## src/rtl/fb_dma_ctrl_if.sv

```systemverilog
// Memory-port bundle between the CPU, the DMA controller and the memory block.
// The controller sits on the master modport: it takes the CPU requests and the
// port-1 read data, and drives the memory read port 1 and the write port.
// The slave modport is the view of the surrounding system (CPU plus memory).
interface fb_dma_ctrl_if;
   logic        cpu_ren;
   logic [15:0] cpu_raddr;
   logic        cpu_wen;
   logic [15:0] cpu_waddr;
   logic [15:0] cpu_wdata;
   logic        mem_ren;
   logic [15:0] mem_raddr1;
   logic        mem_wen;
   logic [15:0] mem_waddr;
   logic [15:0] mem_wdata;
   logic [15:0] mem_rdata1;

   modport master (
      input  cpu_ren, cpu_raddr, cpu_wen, cpu_waddr, cpu_wdata, mem_rdata1,
      output mem_ren, mem_raddr1, mem_wen, mem_waddr, mem_wdata
   );

   modport slave (
      output cpu_ren, cpu_raddr, cpu_wen, cpu_waddr, cpu_wdata, mem_rdata1,
      input  mem_ren, mem_raddr1, mem_wen, mem_waddr, mem_wdata
   );
endinterface

```

## src/rtl/fb_dma_ctrl.sv

```systemverilog
// fb_dma_ctrl: shares memory read port 1 and the write port between the CPU
// and a small fill/copy DMA engine. The CPU always wins and passes through
// combinationally; the engine only uses cycles the CPU leaves idle.
// Writes at or above IO_BASE are suppressed and flagged in dma_err.
// Build option DMA_COPY_EN: when defined, copy mode (RD/W1/CAP states and the
// hold register) is included; otherwise every transfer is a fill.
module fb_dma_ctrl #(
   parameter logic [15:0] IO_BASE = 16'hF000
) (
   input  logic          clk,
   input  logic          rst_n,
   fb_dma_ctrl_if.master mif,
   input  logic          dma_start,
   input  logic          dma_copy,
   input  logic [15:0]   dma_src,
   input  logic [15:0]   dma_dst,
   input  logic [15:0]   dma_len,
   input  logic [15:0]   dma_fill,
   output logic          dma_busy,
   output logic          dma_done,
   output logic          dma_err
);

`ifdef DMA_COPY_EN
   typedef enum logic [2:0] {
      IDLE = 3'd0, RD = 3'd1, W1 = 3'd2, CAP = 3'd3, WR = 3'd4, DONE = 3'd5
   } state_e;
`else
   typedef enum logic [2:0] {
      IDLE = 3'd0, WR = 3'd4, DONE = 3'd5
   } state_e;
`endif

   state_e      state_q, state_d;
   logic [15:0] dst_q;
   logic [15:0] cnt_q;
   logic [15:0] fill_q;
   logic        err_q;
`ifdef DMA_COPY_EN
   logic [15:0] src_q;
   logic [15:0] hold_q;
   logic        copy_q;
`else
   // Copy-only inputs have no function in a fill-only build.
   logic        unused_copy_inputs;
   assign unused_copy_inputs = ^{dma_copy, dma_src, mif.mem_rdata1};
`endif

   logic accept;     // start pulse taken this cycle
   logic wr_slot;    // engine owns the write port this cycle
   logic io_hit;     // current destination lies in the IO region
   logic last_word;  // the write in this slot finishes the transfer

   assign accept    = (state_q == IDLE) && dma_start;
   assign wr_slot   = (state_q == WR) && !mif.cpu_wen;
   assign io_hit    = (dst_q >= IO_BASE);
   assign last_word = (cnt_q == 16'd1);
   assign dma_err   = err_q;

   // State register; reset aborts any transfer in flight.
   always_ff @(posedge clk or negedge rst_n) begin
      // NOTE: sequential state uses non-blocking assignments so every register
      // samples the values from before the clock edge.
      if (!rst_n) state_q <= IDLE;
      else        state_q <= state_d;
   end

   // Next-state logic: CPU activity on a port stalls the state needing it.
   always_comb begin
      // NOTE: the default assignment first keeps this block free of latches.
      state_d = state_q;
      unique case (state_q)
         IDLE: begin
            if (dma_start) begin
               if (dma_len == 16'd0) state_d = DONE;
`ifdef DMA_COPY_EN
               else if (dma_copy)    state_d = RD;
`endif
               else                  state_d = WR;
            end
         end
`ifdef DMA_COPY_EN
         RD:  if (!mif.cpu_ren) state_d = W1;
         W1:  state_d = CAP;
         CAP: state_d = WR;
`endif
         WR: begin
            if (!mif.cpu_wen) begin
               if (last_word) state_d = DONE;
`ifdef DMA_COPY_EN
               else if (copy_q) state_d = RD;
`endif
               else           state_d = WR;
            end
         end
         DONE:    state_d = IDLE;
         default: state_d = IDLE;
      endcase
   end

   // Transfer registers: load on accept, capture read data, advance per write.
   always_ff @(posedge clk or negedge rst_n) begin
      // NOTE: these registers are always loaded on accept before use; they are
      // cleared anyway so nothing undefined can reach the bus after reset.
      if (!rst_n) begin
         dst_q  <= '0;
         cnt_q  <= '0;
         fill_q <= '0;
         err_q  <= 1'b0;
`ifdef DMA_COPY_EN
         src_q  <= '0;
         hold_q <= '0;
         copy_q <= 1'b0;
`endif
      end else if (accept) begin
         dst_q  <= dma_dst;
         cnt_q  <= dma_len;
         fill_q <= dma_fill;
         err_q  <= 1'b0;
`ifdef DMA_COPY_EN
         src_q  <= dma_src;
         copy_q <= dma_copy;
`endif
      end else begin
`ifdef DMA_COPY_EN
         // Read data is valid two cycles after RD, i.e. exactly in CAP.
         if (state_q == CAP) hold_q <= mif.mem_rdata1;
`endif
         if (wr_slot) begin
            dst_q <= dst_q + 16'd1;
            cnt_q <= cnt_q - 16'd1;
            if (io_hit) err_q <= 1'b1;
`ifdef DMA_COPY_EN
            if (copy_q) src_q <= src_q + 16'd1;
`endif
         end
      end
   end

   // Output logic: CPU pass-through first, engine fills idle port slots.
   always_comb begin
      mif.mem_ren    = mif.cpu_ren;
      mif.mem_raddr1 = mif.cpu_ren ? mif.cpu_raddr : 16'h0000;
      mif.mem_wen    = mif.cpu_wen;
      mif.mem_waddr  = mif.cpu_wen ? mif.cpu_waddr : 16'h0000;
      mif.mem_wdata  = mif.cpu_wen ? mif.cpu_wdata : 16'h0000;
`ifdef DMA_COPY_EN
      if ((state_q == RD) && !mif.cpu_ren) begin
         mif.mem_ren    = 1'b1;
         mif.mem_raddr1 = src_q;
      end
`endif
      if (wr_slot && !io_hit) begin
         mif.mem_wen   = 1'b1;
         mif.mem_waddr = dst_q;
`ifdef DMA_COPY_EN
         mif.mem_wdata = copy_q ? hold_q : fill_q;
`else
         mif.mem_wdata = fill_q;
`endif
      end
      dma_busy = (state_q != IDLE) && (state_q != DONE);
      dma_done = (state_q == DONE);
   end

endmodule

```

## src/flat_wrapper.sv

```systemverilog
// flat-port wrapper written by rule: the top's interface ports become plain ports
module fb_dma_ctrl_flat 
#(
   parameter logic [15:0] IO_BASE = 16'hF000
)
  (clk, rst_n, dma_start, dma_copy, dma_src, dma_dst, dma_len, dma_fill, dma_busy, dma_done, dma_err, mif_cpu_ren, mif_cpu_raddr, mif_cpu_wen, mif_cpu_waddr, mif_cpu_wdata, mif_mem_rdata1, mif_mem_ren, mif_mem_raddr1, mif_mem_wen, mif_mem_waddr, mif_mem_wdata);
  fb_dma_ctrl_if mif_i ();
  input  logic clk;
  input  logic rst_n;
  input  logic dma_start;
  input  logic dma_copy;
  input  logic [15:0] dma_src;
  input  logic [15:0] dma_dst;
  input  logic [15:0] dma_len;
  input  logic [15:0] dma_fill;
  output logic dma_busy;
  output logic dma_done;
  output logic dma_err;
  input wire logic [$bits(mif_i.cpu_ren)-1:0] mif_cpu_ren;
  input wire logic [$bits(mif_i.cpu_raddr)-1:0] mif_cpu_raddr;
  input wire logic [$bits(mif_i.cpu_wen)-1:0] mif_cpu_wen;
  input wire logic [$bits(mif_i.cpu_waddr)-1:0] mif_cpu_waddr;
  input wire logic [$bits(mif_i.cpu_wdata)-1:0] mif_cpu_wdata;
  input wire logic [$bits(mif_i.mem_rdata1)-1:0] mif_mem_rdata1;
  output wire logic [$bits(mif_i.mem_ren)-1:0] mif_mem_ren;
  output wire logic [$bits(mif_i.mem_raddr1)-1:0] mif_mem_raddr1;
  output wire logic [$bits(mif_i.mem_wen)-1:0] mif_mem_wen;
  output wire logic [$bits(mif_i.mem_waddr)-1:0] mif_mem_waddr;
  output wire logic [$bits(mif_i.mem_wdata)-1:0] mif_mem_wdata;
  assign mif_i.cpu_ren = mif_cpu_ren;
  assign mif_i.cpu_raddr = mif_cpu_raddr;
  assign mif_i.cpu_wen = mif_cpu_wen;
  assign mif_i.cpu_waddr = mif_cpu_waddr;
  assign mif_i.cpu_wdata = mif_cpu_wdata;
  assign mif_i.mem_rdata1 = mif_mem_rdata1;
  assign mif_mem_ren = mif_i.mem_ren;
  assign mif_mem_raddr1 = mif_i.mem_raddr1;
  assign mif_mem_wen = mif_i.mem_wen;
  assign mif_mem_waddr = mif_i.mem_waddr;
  assign mif_mem_wdata = mif_i.mem_wdata;
  fb_dma_ctrl #(.IO_BASE(IO_BASE)) u_core (.clk(clk), .rst_n(rst_n), .mif(mif_i), .dma_start(dma_start), .dma_copy(dma_copy), .dma_src(dma_src), .dma_dst(dma_dst), .dma_len(dma_len), .dma_fill(dma_fill), .dma_busy(dma_busy), .dma_done(dma_done), .dma_err(dma_err));
endmodule
```

## config.mk

```make
export PLATFORM = sky130hd
export DESIGN_NAME = fb_dma_ctrl_flat
export DESIGN_NICKNAME = d
export VERILOG_FILES = /design/src/rtl/fb_dma_ctrl_if.sv /design/src/rtl/fb_dma_ctrl.sv /design/src/flat_wrapper.sv
export SDC_FILE = /design/constraint.sdc
export NUM_CORES = 1
export LEC_CHECK = 0
export CORE_ASPECT_RATIO = 0.8
export CORE_MARGIN = 1
export CORE_UTILIZATION = 35
export DETAILED_ROUTE_END_ITERATION = 8
export GPL_TIMING_DRIVEN = 0
export PLACE_DENSITY = 0.83
export SYNTH_ARGS = -nofsm -noshare
export SYNTH_HDL_FRONTEND = slang
export SYNTH_SLANG_ARGS = --single-unit
```

## constraint.sdc

```tcl
create_clock -name clk -period 3.1 [get_ports clk]
set_input_delay 0.775 -clock clk [delete_from_list [all_inputs] [get_ports clk]]
set_output_delay 0.775 -clock clk [all_outputs]
set_load 0.05 [all_outputs]
```

# [After elaboration in Yosys (flattened, before gate mapping)]
# Index checks and enable logic that the tools add are counted.
[classes] addsub=2 order_cmp=1 n_eq_ne=6 n_mux=18 reduce_logical=13
[ops] cell="16-bit 2-to-1 mux" count=9
[ops] cell="16-bit by 1-bit adder with 16-bit output (second input constant)" count=1
[ops] cell="16-bit by 1-bit equality test with 1-bit output (second input constant)" count=1
[ops] cell="16-bit >= comparator (second input constant)" count=1
[ops] cell="16-bit logical NOT" count=1
[ops] cell="16-bit by 1-bit subtractor with 16-bit output (second input constant)" count=1
[ops] cell="3-bit equality test (second input constant)" count=2
[ops] cell="1-bit 2-to-1 mux" count=6
[ops] cell="3-bit 2-to-1 mux" count=2
[ops] cell="3-bit one-hot mux with 2 select lines" count=1
[ops] cell="1-bit logical AND" count=4
[ops] cell="2-bit inequality test (second input constant)" count=2
[ops] cell="2-bit AND reduction" count=2
[ops] cell="2-bit nonzero test" count=2
[ops] cell="3-bit logical NOT" count=1
[ops] cell="3-bit inequality test (second input constant)" count=1
[ops] cell="3-bit nonzero test" count=1
[ops] cell="1-bit logical NOT" count=2
[totals] reg_bits=52 input_bits=134 out_inout_bits=53 word_cells=45

# [Logic depth before layout (Yosys ltp)]
# Gate-level depths: netlist of run 1.
[logic_depth] word_depth=4 ltp_mapped=7 mapped_depth_nobuf=6

# [Worst setup path before layout of run 1]
# OpenSTA, ideal clock, no wires.
[synth_path] kind="input port to output port" start="input mif_cpu_wen" end="output mif_mem_waddr[10]" arrival_ns=2.116 t_required_ns=2.325 slack_ns=0.209 stages=5 n_path_buf=2 cell_sequence="clkbuf_1 -> or2b_1 -> a21oi_1 -> buf_2 -> a22o_1"
[synth_via] elab_chain_len=4 elab_cells_between_ends=5 cone_classes="2 x mux; 3 x reduce/logical"
[synth_lines] item="from (decl)" line="flat_wrapper.sv:21" text="input wire logic [$bits(mif_i.cpu_wen)-1:0] mif_cpu_wen;"
[synth_lines] item="1-bit logical NOT" line="fb_dma_ctrl.sv:55" text="assign wr_slot = (state_q == WR) && !mif.cpu_wen;"
[synth_lines] item="1-bit logical AND" line="fb_dma_ctrl.sv:55"
[synth_lines] item="1-bit logical AND" line="fb_dma_ctrl.sv:153" text="if (wr_slot && !io_hit) begin"
[synth_lines] item="16-bit 2-to-1 mux *" line="fb_dma_ctrl.sv:153"
[synth_lines] item="to (decl)" line="flat_wrapper.sv:28" text="output wire logic [$bits(mif_i.mem_waddr)-1:0] mif_mem_waddr;"
# Every way passes the cells marked *; elsewhere a longest branch is shown, timed or not.

# [Worst setup path after layout of run 1]
[layout_path] start="input mif_cpu_wen" end="output mif_mem_waddr[0]"
# Same word-level chain as after synthesis.

==> impl_metrics.yaml, run 1 <==
status:
  status: "complete, no violations"
power_and_ir_drop:
  power.leakage_nw: 2.082
  net-switching-power_mw: 1.816
  power_frac_seq: 0.328
  combPwrFrac: 0.537
  vdd.ir_drop.worst_v: 0.0003856
  p_int_mw: 2.241
  netSwitchingFraction: 0.4477
  power_density_nw_per_um2: 826.0
  p_clk_frac: 0.135
sta:
  fmax_ghz: 0.3255
  final_hold_viol_count: 0
  setup_viol: 0
  timing_max_transition_violations_final: 0
  layout_setup_ws_ns: 0.02757
  max_slew.worst_pin.slew_ns: 0.6370
  fin_crit_sh: 0.9911
  tns_ns: 0
  rsz0062_at_grt: "false"
  finalCriticalPeriod_ns: 3.072
  finClkSkew_ns: 0.009840
  max-slew-margin-rel: 0.5753
cts:
  root_buffer: "clkbuf_8"
  cts-buffers-inserted: 5
  cts_tree: "done"
  clock_latency_ns: 0.30
  clockBufferDepth: 2
  cts_num_sinks: 51
  htree_levels: 2
  clk_pin_slew_ns: 0.09
worst_setup_path:
  worstSetupEndpointType: "primary output"
  critPathMaxFanout: 10
  critPathArrivalTime_ns: 2.30
  start_kind: "input port"
  crit_type: "in -> out"
  required_ns: 2.32
floorplanning:
  coreArea_um2: 8521
  die_w_um: 106.8
  dieArea_um2: 9175
  num_io_pins: 187
  rows: 30
  start_util: 0.3612
  die_h_um: 85.88
routing:
  drc_errors: 0
  vias_per_cell: 5.241
  ant_nets: 0
  routedWlPerCell_um: 16.55
  drt_pre_antenna_iters: 4
  drt_iter0_drc: 115
  drt_wl_total_mm: 9.832
  vias: 3113
placement:
  place_congestion: 0.8297
  io_buffers: 153
  post-place-ws_ns: -1.338
  dp_hpwl_mm: 7.591
  placedCellCount: 582
finish:
  antenna_cells: 0
  area_delta_synth_final_pct: 59.59
  final_common_cell: "clkdlybuf4s50_1"
  nets: 622
  final_cells: 594
  drive_gt1_frac: 0.2012
  layout_common_cells: "clkdlybuf4s50_1 (101), dfrtp_1 (51), nor2_1 (39)"
grt:
  grt_pass1_vias: 2988
  gr-total-overflow: 0
  grt_max_degree: 28
  grt_first_pass_wirelength_mm: 15.06
  grt_usage: 0.2111
  antenna_found_initial: 0
synthesis:
  synth_area_per_cell_um2: 9.740
  ys_ff_latch: 51
  synthCells: 316
  synth_top_flop_cell: "dfrtp_1"
  synth_warnings: 0
  synth_nets: 457
  synth_edf_count: 0
  ys_types: 42
  syn_area_um2: 3078
  synthArstFlopShare: 1.000
  synth-seq-area-share: 0.4146
flow_run:
  maxCapViolations: 0
worst_hold_path:
  hold_path.class: "in -> async"
## worst max-delay path, stage by stage
cell and delay (ns):
clkdlybuf4s15_2 0.26, buf_8 0.17, or2b_4 0.27, a21oi_4 0.14
buf_12 0.14, a22o_1 0.16, clkdlybuf4s15_2 0.37
## cells by family after synthesis
| logic type | share of synthesized area |
|---|---|
| AND/OR/NAND/NOR | 0.2159 |
| AO/OA/AOI/OAI | 0.1752 |
| flip-flops | 0.4146 |
| buffers and inverters | 0.03821 |
| XOR/XNOR | 0.06545 |
| multiplexers | 0.06219 |
| adder cells (fa/ha/maj) | 0.02845 |
## cell usage after synthesis, types with 2 or more instances
cell type	instances	area (µm²)
a21oi_1	28	140.1
a22o_1	32	280.3
a31oi_1	8	50.05
and2_1	18	112.6
and3b_2	2	20.02
and4_1	2	17.52
and4b_2	2	22.52
buf_2	4	20.02
buf_4	2	15.01
clkbuf_1	14	52.55
dfrtp_1	51	1276
ha_1	7	87.58
inv_1	8	30.03
mux2_2	17	191.4
nand2_1	8	30.03
nand3_1	6	30.03
nand4_1	9	56.30
nor2_1	39	146.4
nor2b_1	2	12.51
nor4_1	3	18.77
o21ai_0	3	15.01
o31ai_1	4	30.03
or3_1	4	25.02
or4_1	4	30.03
xnor2_1	6	52.55
xor2_1	17	148.9
## worst paths after layout
check / startpoint / endpoint / slack [ns] / cells past startpoint
max in group asynchronous: rst_n / u_core.dst_q[0] / 2.06 / 2
worst max-delay path: mif_cpu_wen / mif_mem_waddr[0] / 0.03 / 7
worst max register to register: u_core.state_q[0] / u_core.fill_q[12] / 0.96 / 6
worst min-delay path: rst_n / u_core.cnt_q[8] / 0.49 / 1
min in group clk: u_core.fill_q[13] / u_core.fill_q[13] / 0.51 / 1
worst min register to register: u_core.fill_q[13] / u_core.fill_q[13] / 0.51 / 1
## cell type report
cell class,count,area (µm²)
tap,112,140.1
multi-input combinational,237,1702
timing repair buffer,158,1509
inverter,8,30.03
sequential,51,1276
clock buffer,5,68.82
buffer,20,118.9
fill,740,3608
clock inverter,3,67.56
## power groups by stage
stage               Combinational, mW  Clock [mW]  Sequential, mW
global placement                 2.06           0            1.31
finish                           2.18       0.547            1.33
floorplan                        1.45           0            1.27
global route                     2.33       0.589            1.37
CTS                              2.16       0.564            1.32
detailed placement               2.11           0            1.34
## routing by layer
metal  GRT usage  up-vias  wire [µm]
met5           0        -          0
met4     0.03487        0         77
li1            -     1477          -
met3     0.04255        8        685
met1      0.2616     1497       4079
met2      0.3848      131       4990
## what timing repair did
| item | in CTS | in global routing |
|---|---|---|
| cloned | 1 | 1 |
| buffers inserted | 1 | 1 |
| setup endpoints to repair | 45 | 47 |
| hold buffers | 0 | 0 |
| resized for setup | 232 | 20 |
## registers in the layout (all words and copies together), names as in the netlist
register / flops
u_core.cnt_q: 16
u_core.dma_err: 1
u_core.dst_q: 16
u_core.fill_q: 16
u_core.state_q: 2
## per-stage QoR
step	power (mW)	area [µm²]	utilization	hold slack (ns)
global route	4.290	4912	0.5765	0.5182
finish	4.057	4912	0.5765	0.4878
detailed placement	3.447	4765	0.5592	0.4980
floorplan	2.715	3078	-	0.4794
CTS	4.043	4911	0.5764	0.5071
global placement	3.368	4750	0.5574	0.4806
Power figures use the tool's default switching activity.
==> run 2, diff against run 1 <==
- TNS_END_PERCENT: default -> 100
==> results of run 2 <==
The final DEF is identical to that of run 1; final timing and power are the same.
==> run 3, diff against run 2 <==
- CTS_CLUSTER_DIAMETER: default -> 80
- CTS_CLUSTER_SIZE: default -> 12
==> results of run 3 <==
The final DEF is identical to that of run 1; final timing and power are the same.
